File: config.mk
export PLATFORM = sky130hd
export DESIGN_NAME = dimm_cmd_sequencer
export DESIGN_NICKNAME = d
export VERILOG_FILES = /design/src/rtl/dimm_cmd_sequencer.sv
export SDC_FILE = /design/constraint.sdc
export NUM_CORES = 1
export LEC_CHECK = 0
export CAP_MARGIN = 20
export CORE_MARGIN = 2
export CORE_UTILIZATION = 44
export CTS_BUF_LIST = sky130_fd_sc_hd__clkbuf_2 sky130_fd_sc_hd__clkbuf_4 sky130_fd_sc_hd__clkbuf_8
export DETAILED_ROUTE_END_ITERATION = 8
export GPL_TIMING_DRIVEN = 0
export PLACE_DENSITY = 0.87
export RECOVER_POWER = 50
export SLEW_MARGIN = 10
export SYNTH_ARGS = -nofsm -noshare
export SYNTH_HDL_FRONTEND = slang
export SYNTH_SLANG_ARGS = --single-unit
File: constraint.sdc
create_clock -name ck_t -period 2 [get_ports ck_t]
set_clock_uncertainty 0.05 [all_clocks]
set_input_delay 0.5 -clock ck_t [delete_from_list [all_inputs] [get_ports ck_t]]
set_output_delay 0.5 -clock ck_t [all_outputs]
set_load 0.02 [all_outputs]
File: src/rtl/dimm_cmd_sequencer.sv
// dimm_cmd_sequencer
//   Closed-page DDR4 command sequencer. Takes one read, write or RowClone
//   request at a time and drives ACT -> CAS -> PRE (or ACT -> ACT2 -> PRE
//   for RowClone) on the DIMM command/address pins. It also frames the
//   write-data drive window and flags the cycles where read beats arrive.
//
//   Build option: define ROWCLONE_EN to enable the RowClone path (op 10).
//   Without it, op 10 is rejected with err, just like op 11.
//
// Ports
//   ck_t, reset          clock (rising edge), synchronous active-high reset
//   req_valid/req_ready  request handshake; ready only while idle
//   req_op               00 read, 01 write, 10 RowClone, 11 reserved
//   req_rank/bg/ba       one-hot rank, bank group, bank
//   req_row/row2/col     row, RowClone destination row, column
//   cs_n/act_n/A/bg/ba   DIMM command/address pins
//   writing              write data/strobe drive window
//   rd_valid             read beat expected on dq
//   done / err           one-cycle pulses: sequence complete / op rejected
module dimm_cmd_sequencer #(
  parameter int RANKS     = 1,
  parameter int BGWIDTH   = 2,
  parameter int BAWIDTH   = 2,
  parameter int ADDRWIDTH = 17,
  parameter int COLWIDTH  = 10,
  parameter int BL        = 8,
  parameter int TRCD      = 15,
  parameter int TCL       = 15,
  parameter int TWR       = 16,
  parameter int TRAS      = 32,
  parameter int TRP       = 15,
  parameter int CNTWIDTH  = 8
) (
  input  logic                 ck_t,
  input  logic                 reset,
  input  logic                 req_valid,
  output logic                 req_ready,
  input  logic [1:0]           req_op,
  input  logic [RANKS-1:0]     req_rank,
  input  logic [BGWIDTH-1:0]   req_bg,
  input  logic [BAWIDTH-1:0]   req_ba,
  input  logic [ADDRWIDTH-1:0] req_row,
  input  logic [ADDRWIDTH-1:0] req_row2,
  input  logic [COLWIDTH-1:0]  req_col,
  output logic [RANKS-1:0]     cs_n,
  output logic                 act_n,
  output logic [ADDRWIDTH-1:0] A,
  output logic [BGWIDTH-1:0]   bg,
  output logic [BAWIDTH-1:0]   ba,
  output logic                 writing,
  output logic                 rd_valid,
  output logic                 done,
  output logic                 err
);

  // state     | meaning
  // IDLE      | ready for a request
  // ACT       | activate command, t = 0
  // WAIT_RCD  | waiting for tRCD
  // CAS       | RD or WR command, t = TRCD
  // BURST     | data beats in flight
  // WAIT_PRE  | holding the row open until the PRE time
  // PRE       | precharge command
  // WAIT_RP   | waiting for tRP, then done
  // WAIT_RAS2 | RowClone: waiting tRAS before the second ACT
  // ACT2      | RowClone: activate destination row
  typedef enum logic [3:0] {
    S_IDLE,
    S_ACT,
    S_WAIT_RCD,
    S_CAS,
    S_BURST,
    S_WAIT_PRE,
    S_PRE,
`ifdef ROWCLONE_EN
    S_WAIT_RAS2,
    S_ACT2,
`endif
    S_WAIT_RP
  } state_t;

  localparam logic [1:0] OP_RD = 2'b00;
  localparam logic [1:0] OP_WR = 2'b01;

  localparam int T_PRE_WR = (TRAS > TRCD + BL + TWR) ? TRAS : (TRCD + BL + TWR);
  localparam int T_PRE_RD = (TRAS > TRCD + TCL + BL) ? TRAS : (TRCD + TCL + BL);

  localparam logic [CNTWIDTH-1:0] C_ONE    = CNTWIDTH'(1);
  localparam logic [CNTWIDTH-1:0] C_RCD_M1 = CNTWIDTH'(TRCD - 1);
  localparam logic [CNTWIDTH-1:0] C_WR_END = CNTWIDTH'(TRCD + BL - 1);
  localparam logic [CNTWIDTH-1:0] C_RD_BEG = CNTWIDTH'(TRCD + TCL);
  localparam logic [CNTWIDTH-1:0] C_RD_END = CNTWIDTH'(TRCD + TCL + BL - 1);
  localparam logic [CNTWIDTH-1:0] C_PRE_WR = CNTWIDTH'(T_PRE_WR);
  localparam logic [CNTWIDTH-1:0] C_PRE_RD = CNTWIDTH'(T_PRE_RD);
  localparam logic [CNTWIDTH-1:0] C_TRP_M1 = CNTWIDTH'(TRP - 1);
`ifdef ROWCLONE_EN
  localparam logic [1:0]          OP_RC    = 2'b10;
  localparam logic [CNTWIDTH-1:0] C_RAS_M1 = CNTWIDTH'(TRAS - 1);
  localparam logic [CNTWIDTH-1:0] C_PRE_RC = CNTWIDTH'(2 * TRAS);
`endif

  state_t                r_state, w_state_nxt;
  logic [CNTWIDTH-1:0]   r_t;
  logic [1:0]            r_op;
  logic [RANKS-1:0]      r_rank;
  logic [BGWIDTH-1:0]    r_bg;
  logic [BAWIDTH-1:0]    r_ba;
  logic [ADDRWIDTH-1:0]  r_row;
  logic [COLWIDTH-1:0]   r_col;
  logic                  r_done, r_err;
  logic                  w_done_nxt;
  logic                  w_accept, w_op_ok;
  logic [CNTWIDTH-1:0]   w_t_pre, w_pre_m1, w_rp_end, w_data_end;

`ifdef ROWCLONE_EN
  logic [ADDRWIDTH-1:0]  r_row2;
  assign w_op_ok = (req_op != 2'b11);
  assign w_t_pre = (r_op == OP_RC) ? C_PRE_RC : (r_op == OP_WR) ? C_PRE_WR : C_PRE_RD;
`else
  logic                  w_unused_row2;
  assign w_unused_row2 = ^req_row2;
  assign w_op_ok = (req_op[1] == 1'b0);
  assign w_t_pre = (r_op == OP_WR) ? C_PRE_WR : C_PRE_RD;
`endif

  assign w_accept   = (r_state == S_IDLE) & req_valid;
  assign w_pre_m1   = w_t_pre - C_ONE;
  assign w_rp_end   = w_t_pre + C_TRP_M1;
  assign w_data_end = (r_op == OP_WR) ? C_WR_END : C_RD_END;

  assign req_ready = (r_state == S_IDLE);
  assign done      = r_done;
  assign err       = r_err;

  always_ff @(posedge ck_t) begin
    if (reset) begin
      r_state <= S_IDLE;
      r_t     <= '0;
      r_op    <= OP_RD;
      r_rank  <= '0;
      r_bg    <= '0;
      r_ba    <= '0;
      r_row   <= '0;
      r_col   <= '0;
      r_done  <= 1'b0;
      r_err   <= 1'b0;
`ifdef ROWCLONE_EN
      r_row2  <= '0;
`endif
    end else begin
      r_state <= w_state_nxt;
      r_done  <= w_done_nxt;
      r_err   <= w_accept & ~w_op_ok;
      // t restarts on acceptance so that it reads 0 in the ACT cycle
      r_t     <= (w_accept & w_op_ok) ? '0 : r_t + C_ONE;
      if (w_accept) begin
        r_op   <= req_op;
        r_rank <= req_rank;
        r_bg   <= req_bg;
        r_ba   <= req_ba;
        r_row  <= req_row;
        r_col  <= req_col;
`ifdef ROWCLONE_EN
        r_row2 <= req_row2;
`endif
      end
    end
  end

  always_comb begin
    w_state_nxt = r_state;
    w_done_nxt  = 1'b0;
    cs_n        = '1;
    act_n       = 1'b1;
    A           = '0;
    bg          = '0;
    ba          = '0;
    writing     = 1'b0;
    rd_valid    = 1'b0;
    case (r_state)
      S_IDLE: begin
        if (w_accept & w_op_ok) w_state_nxt = S_ACT;
      end
      S_ACT: begin
        cs_n  = ~r_rank;
        bg    = r_bg;
        ba    = r_ba;
        act_n = 1'b0;
        A     = r_row;
`ifdef ROWCLONE_EN
        w_state_nxt = (r_op == OP_RC) ? S_WAIT_RAS2 : S_WAIT_RCD;
`else
        w_state_nxt = S_WAIT_RCD;
`endif
      end
      S_WAIT_RCD: begin
        if (r_t == C_RCD_M1) w_state_nxt = S_CAS;
      end
      S_CAS: begin
        cs_n    = ~r_rank;
        bg      = r_bg;
        ba      = r_ba;
        A[16:14] = (r_op == OP_WR) ? 3'b100 : 3'b101;
        A[COLWIDTH-1:0] = r_col;
        writing = (r_op == OP_WR);
        w_state_nxt = S_BURST;
      end
      S_BURST: begin
        writing  = (r_op == OP_WR);
        rd_valid = (r_op == OP_RD) & (r_t >= C_RD_BEG);
        // a read whose last beat lands right before PRE skips WAIT_PRE
        if (r_t == w_pre_m1)        w_state_nxt = S_PRE;
        else if (r_t == w_data_end) w_state_nxt = S_WAIT_PRE;
      end
      S_WAIT_PRE: begin
        if (r_t == w_pre_m1) w_state_nxt = S_PRE;
      end
      S_PRE: begin
        cs_n     = ~r_rank;
        bg       = r_bg;
        ba       = r_ba;
        A[16:14] = 3'b010;
        w_state_nxt = S_WAIT_RP;
      end
      S_WAIT_RP: begin
        if (r_t == w_rp_end) begin
          w_state_nxt = S_IDLE;
          w_done_nxt  = 1'b1;
        end
      end
`ifdef ROWCLONE_EN
      S_WAIT_RAS2: begin
        if (r_t == C_RAS_M1) w_state_nxt = S_ACT2;
      end
      S_ACT2: begin
        cs_n  = ~r_rank;
        bg    = r_bg;
        ba    = r_ba;
        act_n = 1'b0;
        A     = r_row2;
        w_state_nxt = S_WAIT_PRE;
      end
`endif
      default: w_state_nxt = S_IDLE;
    endcase
  end

endmodule

Word-level counts from Yosys, hierarchy flattened
Cells that the tools add are included.
- output and inout bits: 28
- register bits: 48
- input bits: 54
- reductions and logical operators: 7
- equal/unequal tests: 17
- muxes and demuxes: 20
- add/subtract/negate cells: 3
- bitwise operators: 7
- order comparisons: 1
- operator list (cell ; number):
    4-bit one-hot mux with 8 select lines ; 1
    4-bit two-way mux ; 7
    10-bit one-hot mux with 2 select lines ; 1
    4-bit by 3-bit equality test with 1-bit output, second input constant ; 4
    3-bit one-hot mux with 3 select lines ; 1
    8-bit by 1-bit adder with 8-bit output, second input constant ; 1
    4-bit by 2-bit equality test with 1-bit output, second input constant ; 2
    8-bit by 4-bit equality test with 1-bit output, second input constant ; 1
    8-bit by 6-bit equality test with 1-bit output ; 1
    8-bit by 7-bit equality test with 1-bit output ; 1
    8-bit equality test ; 1
    8-bit by 5-bit >= comparator with 1-bit output, second input constant ; 1
    6-bit by 4-bit adder with 7-bit output, second input constant ; 1
    1-bit two-way mux ; 7
    6-bit by 1-bit subtractor with 7-bit output, second input constant ; 1
    6-bit two-way mux ; 1
    2-bit != test, second input constant ; 3
    2-bit OR reduction ; 3
    5-bit AND reduction ; 1
    1-bit bitwise AND ; 4
    4-bit by 1-bit equality test with 1-bit output, second input constant ; 1
    4-bit zero test ; 1
    2-bit two-way mux ; 2
    3-bit != test, second input constant ; 1
    5 further kinds ; 7

Logic depth before layout (Yosys ltp)
Gate-level depths: netlist of the first run.
- depth after elaboration: 6
- gate-level depth with buffers: 7
- gate-level depth less buffers: 6

Least setup slack after synthesis of the first run
No wires, ideal clock.
- path type: reg-to-output
- from: register r_state[2]
- to: output port rd_valid
- cell stages (with the launch flop): 5
- required time: 1450 ps
- setup slack: 200 ps
- arrival: 1250 ps
- path buffers: 1
- path through: dfxtp_1 > clkbuf_8 > nand2_1 > or4_1 > a21oi_1
- word-level cells in the longest chain between the ends: 2
- RTL lines (what ; RTL line ; source):
    from (decl) ; 102 ; state_t r_state, w_state_nxt;
    from (signal assigned) ; 151 ; r_state <= w_state_nxt;
    4-bit by 3-bit equality test with 1-bit output ; 180 ; case (r_state)
    1-bit two-way mux ; 180 ;
    to (decl) ; 51 ; output logic rd_valid,
No other way between the ends.

Worst setup path after layout of the first run
- from: register r_state[1]
- to: output port rd_valid
Same word-level chain as after synthesis.

==> results_dict.tcl, run 1 <==
set metrics [dict create \
    p_int_mw 1.94 \
    worst_r2r_endpoint "r_row[0]" \
    synth-async-reset-ratio 0 \
    rr_worst_depth 7 \
    portBuffers 63 \
    fin_setup_tns_ns -0.102 \
    hold_slack_ns 0.375 \
    ir_worst_vdd_v 0.000492 \
    post_synth_num_cell_types 37 \
    nets 410 \
    worstSkewPairLatency_ns 0.31 \
    antenna_found_initial 0 \
    drt-total-wl_um 6320 \
    p_total_mw 2.96 \
    routedWlPerCell_um 15.0 \
    ios 82 \
    synthSimpleGateAreaFrac 0.296 \
    synth_top_family_by_area "simple AND/OR/NAND/NOR gates" \
    hold_end "r_state[2]" \
    cts_max_path_buffers 2 \
    switching_power_mw 1.01 \
    fmax_ghz 0.483 \
    drc 0 \
    slew_headroom 0.549 \
    yosysMostFrequentCell "nand2_1" \
    min_from "reset" \
    critical_path_class "register to output pin" \
    cts_tree "yes" \
    grt_use_total 0.229 \
    violations "negative setup slack" \
    numClockSinks 47 \
    num_rows 25 \
    endpoint_kind "output pin" \
    yosysTopAreaCellShare 0.435 \
    initial_core_util 0.458 \
    htreeDepth 2 \
    pwr-share-seq 0.397 \
    dr.pass1.iters 5 \
    synth_mux_area_frac 0.0509 \
    synth-compound-area-share 0.123 \
    pwr_density_cell_nw_per_um2 970 \
    synth_enable_flop_cells 0 \
    final.min_clock_period_ns 2.07 \
    grt_setup_unrepaired "yes" \
    n_fill_cell 384 \
    die-area_um2 5500 \
    gp_congestion 0.911 \
    globalRouteOverflowTotal 0 \
    max_stage_delay_ns 0.43 \
    netlist_top_cells_area "dfxtp_1, nand2_1, a21oi_1, mux2i_1, nor2_1" \
    hold_viol 0 \
    ys_ff_latch 47 \
    p_leak_nw 1.24 \
    final_util 0.645 \
    fin_crit_sh 1.04 \
    syn-num-nets 329 \
    worst_slack_ns -0.0715 \
    setup_viol 2 \
    r2r_start "r_state[2]" \
    slew_violations 0 \
    viasPerCell 5.35 \
    first_iter_violations 238 \
    yosys_warnings 0 \
    sw_frac_of_total 0.342 \
    vias 2256 \
    area_growth_pct 40.8 \
    r2r_setup_slack_ns 0.06 \
    maxCapViolCount 0 \
    startpoint_type "register" \
    diodes 0 \
    dp_hpwl_um 4010 \
    ys_seq_area_frac 0.435 \
    syn_area_per_cell_um2 7.93 \
    synthFlopType "dfxtp_1" \
    crit_path_cell_trace "inv_4, nand2_2, or4_4, a21oi_2, buf_4" \
    grt_max_degree 16 \
    antenna_left 0 \
    layout-drive-gt1-share 0.220 \
    crit_slowest_cell "or4_4" \
    syn-cell-area_um2 2160 \
    cts_made_buffers 5 \
    hold_path.class "input port to register" \
    synthTopCellsByCount "nand2_1, dfxtp_1, a21oi_1" \
    power_frac_comb 0.351 \
    clkTransAtPathRegs_ns 0.09 \
    synth_fa_ha_area_frac 0.0116 \
    die_h_um 74.1 \
    synth_cells 273 \
    grt_pass1_wl_um 9520 \
    pwr-share-clk 0.253 \
    multiInputGateArea_um2 1130 \
    seq_area_um2 953 \
    die_x_um 74.1 \
    arrival_ns 1.52 \
    root_buffer "clkbuf_8" \
    hold_depth 2 \
    synth_top_cell_by_area "dfxtp_1" \
    cp_max_fo 4 \
    worst_slew_pin_slew_ns 0.672 \
    synth_xor_xnor_area_share 0.0283 \
    core_area_um2 4720 \
    grt_pass1_vias 1965 \
    status "complete, but fails checks" \
    required_ns 1.45 \
]
critical path: cells and delay by family, from the launching register on:
kind                   cells  cell delay, ns
AOI/OAI and AO/OA          1            0.12
buffers and inverters      2            0.22
DFF                        1            0.37
and+or+nand+nor            2            0.51
metrics by stage:
stage	instance area (µm²)	worst slack, ns	instances
after global placement	2880	-0.436	403
after floorplan	2160	0.200	273
after global routing	3050	-0.102	422
after detailed placement	2880	-0.434	403
final	3050	-0.0715	422
after CTS	3010	-0.0792	416
kinds of logic (layout without fill, tap and decap cells):
kind of cell | Yosys count | count (layout)
AND/OR/NAND/NOR | 138 | 138
AO/OA/AOI/OAI | 47 | 47
flip-flops | 47 | 47
buffers and inverters | 21 | 103
multiplexers | 11 | 11
XOR/XNOR | 7 | 7
adder cells (fa/ha/maj) | 2 | 2
cells in the final DEF, fill, tap and decap left out, types with 4 or more instances in the layout:
| cell | instances |
|---|---|
| a21oi_1 | 38 |
| and2_1 | 7 |
| buf_2 | 18 |
| buf_4 | 13 |
| buf_6 | 5 |
| clkbuf_1 | 6 |
| clkbuf_2 | 4 |
| clkbuf_8 | 7 |
| clkdlybuf4s50_1 | 35 |
| dfxtp_1 | 43 |
| inv_1 | 5 |
| mux2i_1 | 8 |
| nand2_1 | 71 |
| nand2_2 | 4 |
| nand3_1 | 7 |
| nor2_1 | 27 |
| nor3_1 | 4 |
| xor2_1 | 4 |
state kept, by name, summed over array words and instances, names as in the netlist:
register and cells:
r_t 8, r_bg 2, r_col 10, r_row 17, r_ba 2, r_op 2, r_rank 1, r_state 3
err 1, done 1
area by class of cell:
class,count,area share
Buffer,14,0.0366
Tap cell,67,0.0275
Inverter,6,0.00821
Sequential cell,47,0.313
Clock inverter,2,0.0127
Clock buffer,6,0.0271
Timing Repair Buffer,75,0.205
Multi-Input combinational cell,205,0.370
power by group through the flow:
stage	clock, mW	combinational (mW)	sequential [mW]
floorplan	0	0.576	1.14
global placement	0	0.862	1.16
detailed placement	0	0.878	1.17
CTS	0.752	0.950	1.16
global route	0.791	1.11	1.19
finish	0.747	1.04	1.17
routing by layer:
layer,GRT usage,part of all wire
met1,0.302,0.41
met2,0.370,0.49
met3,0.0474,0.067
met4,0.0848,0.029
met5,0,0
timing repair:
action,CTS,global route
pin swaps,2,2
gates resized for setup,121,18
setup buffers,6,6
cloned,0,0
hold buffers,0,0
hold endpoints to repair,0,0
setup endpoints to repair,26,18
worst max-delay path by stage:
| stage | startpoint | endpoint | slack (ns) | cells after the start |
|---|---|---|---|---|
| after global placement | r_state[2] | A[15] | -0.44 | 6 |
| after CTS | r_state[1] | rd_valid | -0.08 | 5 |
| after detailed placement | r_state[2] | A[15] | -0.43 | 6 |
| after floorplan | r_state[2] | rd_valid | 0.20 | 4 |
| after global routing | r_state[1] | rd_valid | -0.10 | 5 |
| final | r_state[1] | rd_valid | -0.07 | 5 |
(Power assumes the default switching activity.)
==> run 2, diff against run 1 <==
Settings changed: SKIP_CTS_REPAIR_TIMING set to 1.
==> run 2 against run 1 <==
The run still ends with negative setup slack left. Worst hold slack got worse by 0.0029 ns. Sequential cell count did not move. Sequential share of layout area shrank 0.38 points. Clock power is essentially flat. Sequential power about the same. Via count fell by 3.3%. Die area unchanged. Total power grew 0.13%. Final cell count decreased by 0.71%. Count of clock-buffer cells in the layout did not move.
==> results_dict.tcl, run 2 (same netlist as run 1, synthesis figures left out) <==
set metrics [dict create \
    n_fill_cell 367 \
    endpoint_kind "output pin" \
    vias 2182 \
    grt_use_total 0.213 \
    die_h_um 74.1 \
    portBuffers 63 \
    viasPerCell 5.21 \
    slew_violations 0 \
    required_ns 1.45 \
    drt-total-wl_um 6360 \
    grt_setup_unrepaired "yes" \
    fin_crit_sh 1.04 \
    worst_slack_ns -0.0769 \
    hold_path.class "input port to register" \
    numClockSinks 47 \
    nets 407 \
    die-area_um2 5500 \
    fmax_ghz 0.481 \
    hold_viol 0 \
    cts_max_path_buffers 2 \
    grt_pass1_vias 1945 \
    routedWlPerCell_um 15.2 \
    htreeDepth 2 \
    clkTransAtPathRegs_ns 0.09 \
    final.min_clock_period_ns 2.08 \
    ir_worst_vdd_v 0.000472 \
    maxCapViolCount 0 \
    multiInputGateArea_um2 1120 \
    cts_made_buffers 5 \
    ios 82 \
    slew_headroom 0.589 \
    largestRegisters "r_row: 17 flops, r_col: 10 flops, r_t: 8 flops" \
    antenna_found_initial 0 \
    grt_max_degree 16 \
    core_area_um2 4720 \
    die_x_um 74.1 \
    arrival_ns 1.53 \
    first_iter_violations 257 \
    initial_core_util 0.458 \
    layout-drive-gt1-share 0.202 \
    antenna_left 0 \
    diodes 0 \
    hold_slack_ns 0.372 \
    globalRouteOverflowTotal 0 \
    hold_depth 2 \
    drc 0 \
    seq_area_um2 953 \
    dr.pass1.iters 4 \
    layout_commonest_cell "nand2_1" \
    worst_slew_pin_slew_ns 0.607 \
    worstSkewPairLatency_ns 0.31 \
    area_growth_pct 42.5 \
    p_leak_nw 1.23 \
    startpoint_type "register" \
    final_cell_mix "nand2_1, dfxtp_1, a21oi_1" \
    root_buffer "clkbuf_8" \
    cts_tree "yes" \
    grt_pass1_wl_um 8940 \
    gp_congestion 0.911 \
    p_total_mw 2.96 \
    cp_max_fo 5 \
    status "complete, but fails checks" \
    violations "negative setup slack" \
    dp_hpwl_um 4010 \
    setup_viol 14 \
    rr_worst_depth 7 \
    largest_reg_flops 17 \
    fin_setup_tns_ns -0.264 \
    critical_path_class "register to output pin" \
    pwr_density_cell_nw_per_um2 960 \
    regMostFlops "r_row" \
    num_rows 25 \
]
-- run 2: cell types whose count changed in the layout (fill, tap and decap cells not counted), sizes merged --
cell           previous run  this run
buf                      38        29
clkbuf                   19        24
dlygate4sd3               2         0
clkdlybuf4s50            35        37
dlymetal6s2s              0         2
dlygate4sd2               1         0
-- run 2: per-stage QoR --
| stage | cell area [µm²] | std cells | utilization | worst slack, ns |
|---|---|---|---|---|
| floorplan | 2160 | 273 | - | 0.200 |
| global placement | 2880 | 403 | 0.610 | -0.436 |
| detailed placement | 2880 | 403 | 0.610 | -0.434 |
| CTS | 3000 | 411 | 0.635 | -0.814 |
| global route | 3080 | 419 | 0.653 | -0.153 |
| finish | 3080 | 419 | 0.653 | -0.0769 |
-- run 2: power breakdown --
group | total [mW] | switching, mW | internal (mW) | leakage, nW
logic | 1.05 | 0.571 | 0.484 | 0.782
registers | 1.16 | 0.0981 | 1.06 | 0.387
clock network | 0.744 | 0.333 | 0.411 | 0.0618
-- run 2: critical path, cell delays in order, from the launching register on --
cell	delay, ns
dfxtp_4	0.36
buf_4	0.15
buf_12	0.13
clkbuf_16	0.15
mux2i_1	0.12
nor2_1	0.14
buf_4	0.17
-- run 2: metal layers --
layer  GRT usage  vias up  share of wire
met1       0.272     1000           0.40
met3      0.0474       16          0.080
met2       0.348      107           0.49
met4      0.0889        0          0.030
met5           0        -              0
li1            -     1059              -
-- run 2: path summary, 6_finish.rpt --
kind,from,end,slack [ns]
min,reset,r_state[2],0.37
min reg2reg,r_bg[1],r_bg[1],0.41
max reg2reg,r_state[2],r_row[0],-0.02
max,r_state[1],A[4],-0.08
-- run 2: layout make-up --
type / instances / area share
multi-input combinational: 205 / 0.363
sequential: 47 / 0.309
timing repair buffer: 72 / 0.218
buffer: 14 / 0.0361
tap: 67 / 0.0272
clock buffer: 6 / 0.0268
clock inverter: 2 / 0.0126
inverter: 6 / 0.00730
==> run 3, diff against run 2 <==
Settings changed: CAP_MARGIN 20 to 10, CORE_UTILIZATION 44 to 41, CTS_CLUSTER_DIAMETER set to 100, PLACE_DENSITY 0.87 to 0.85.
Clock period 2 ns to 1.83 ns, I/O delays scaled along.
==> run 3 against run 2 <==
The flow still finishes with violations (negative setup slack). Register-to-register slack lost 0.07 ns. Sequential power grew 10%. Combinational power grew 16%. Wire length shrank 1.3%. Critical path depth is the same. Core utilization shrank 3.3 points. Count of clock-buffer cells in the layout is the same. Final area grew 2.7%. Highest routed layer unchanged.
==> results_dict.tcl, run 3 (same netlist as run 1, synthesis figures left out) <==
set metrics [dict create \
    status "complete, but fails checks" \
    violations "negative setup slack" \
    largestRegisters "r_row: 17 flops, r_col: 10 flops, r_t: 8 flops" \
    antenna_left 0 \
    hold_path.class "input port to register" \
    n_fill_cell 433 \
    grt_setup_unrepaired "yes" \
    cts_made_buffers 5 \
    die-area_um2 5880 \
    crit_path_cell_trace "buf_8, nand2b_4, nor2_4, buf_6, and2_4, buf_6" \
    final_area_um2 3170 \
    clkTransAtPathRegs_ns 0.09 \
    worst_slack_ns -0.215 \
    crit_slowest_cell "dfxtp_2" \
    slew_headroom 0.654 \
    grt_pass1_wl_um 9050 \
    diodes 0 \
    drt-total-wl_um 6280 \
    htreeDepth 2 \
    cts_max_path_buffers 2 \
    p_leak_nw 1.26 \
    area_growth_pct 46.3 \
    final.min_clock_period_ns 2.04 \
    layout_commonest_cell "nand2_1" \
    viasPerCell 5.02 \
    min_from "reset" \
    gp_congestion 0.828 \
    ir_worst_vdd_v 0.000668 \
    pwr_density_cell_nw_per_um2 1000 \
    worst_slew_pin_slew_ns 0.512 \
    multiInputGateArea_um2 1160 \
    hold_slack_ns 0.332 \
    final_cell_mix "nand2_1, dfxtp_1, a21oi_1" \
    fin_crit_sh 1.12 \
    required_ns 1.32 \
    slew_violations 0 \
    setup.worst_path.start "r_state[2]" \
    dr.pass1.iters 4 \
    ios 82 \
    num_rows 26 \
    layout-drive-gt1-share 0.257 \
    nets 413 \
    endpoint_kind "output pin" \
    numClockSinks 47 \
    final_util 0.620 \
    rr_worst_depth 8 \
    globalRouteOverflowTotal 0 \
    vias 2150 \
    worstSkewPairLatency_ns 0.31 \
    startpoint_type "register" \
    fmax_ghz 0.489 \
    portBuffers 63 \
    cp_max_fo 8 \
    hold_viol 0 \
    antenna_found_initial 0 \
    hold_end "r_row[9]" \
    grt_max_degree 16 \
    largest_reg_flops 17 \
    grt_use_total 0.191 \
    max_stage_delay_ns 0.33 \
    worst_r2r_endpoint "r_col[4]" \
    die_h_um 76.7 \
    setup_viol 37 \
    drc 0 \
    r2r_start "r_state[2]" \
    fin_setup_tns_ns -3.16 \
    root_buffer "clkbuf_8" \
    routedWlPerCell_um 14.7 \
    p_total_mw 3.17 \
    place_area_um2 2880 \
    seq_area_um2 951 \
    arrival_ns 1.54 \
    path_common_cell "buf_6" \
    dp_hpwl_um 3990 \
    r2r_setup_slack_ns -0.09 \
    die_x_um 76.7 \
    cts_tree "yes" \
    maxCapViolCount 0 \
    initial_core_util 0.424 \
    regMostFlops "r_row" \
    grt_pass1_vias 1999 \
    critical_path_class "register to output pin" \
    hold_depth 2 \
    first_iter_violations 151 \
    core_area_um2 5110 \
]
run 3: area by class of cell:
cell class                      count  share of cell area
Clock buffer                        6              0.0261
Clock inverter                      2             0.00514
Buffer                             15              0.0443
Multi-Input combinational cell    205               0.366
Inverter                            6             0.00790
Timing Repair Buffer               77               0.223
Sequential cell                    47               0.300
Tap cell                           70              0.0277
run 3: worst max-delay path, delay by kind of cell, from the launching register on:
family	cells	cell delay, ns
buffers and inverters	3	0.38
DFF	1	0.33
and+or+nand+nor	3	0.52
run 3: metal layers:
layer  wire length, µm  global-route usage  vias to the layer above
met1              2640               0.228                      982
met3               382              0.0553                       16
met2              3090               0.325                       83
met5                 0                   0                        -
li1                  -                   -                     1069
met4               164              0.0727                        0
run 3: worst max path at each step:
| stage | cells after the start | endpoint |
|---|---|---|
| CTS | 5 | A[11] |
| global route | 6 | A[11] |
| finish | 6 | A[11] |
| detailed placement | 4 | A[10] |
| global placement | 5 | A[10] |
| floorplan | 4 | rd_valid |
run 3: power breakdown:
| part | internal (mW) | switching [mW] | leakage [nW] |
|---|---|---|---|
| sequential | 1.16 | 0.114 | 0.387 |
| clock | 0.309 | 0.364 | 0.0474 |
| combinational | 0.572 | 0.644 | 0.825 |
run 3: metrics by stage:
step,cells,setup WS [ns]
finish,428,-0.215
global route,428,-0.275
CTS,414,-0.921
detailed placement,406,-0.569
global placement,406,-0.608
floorplan,273,0.0727
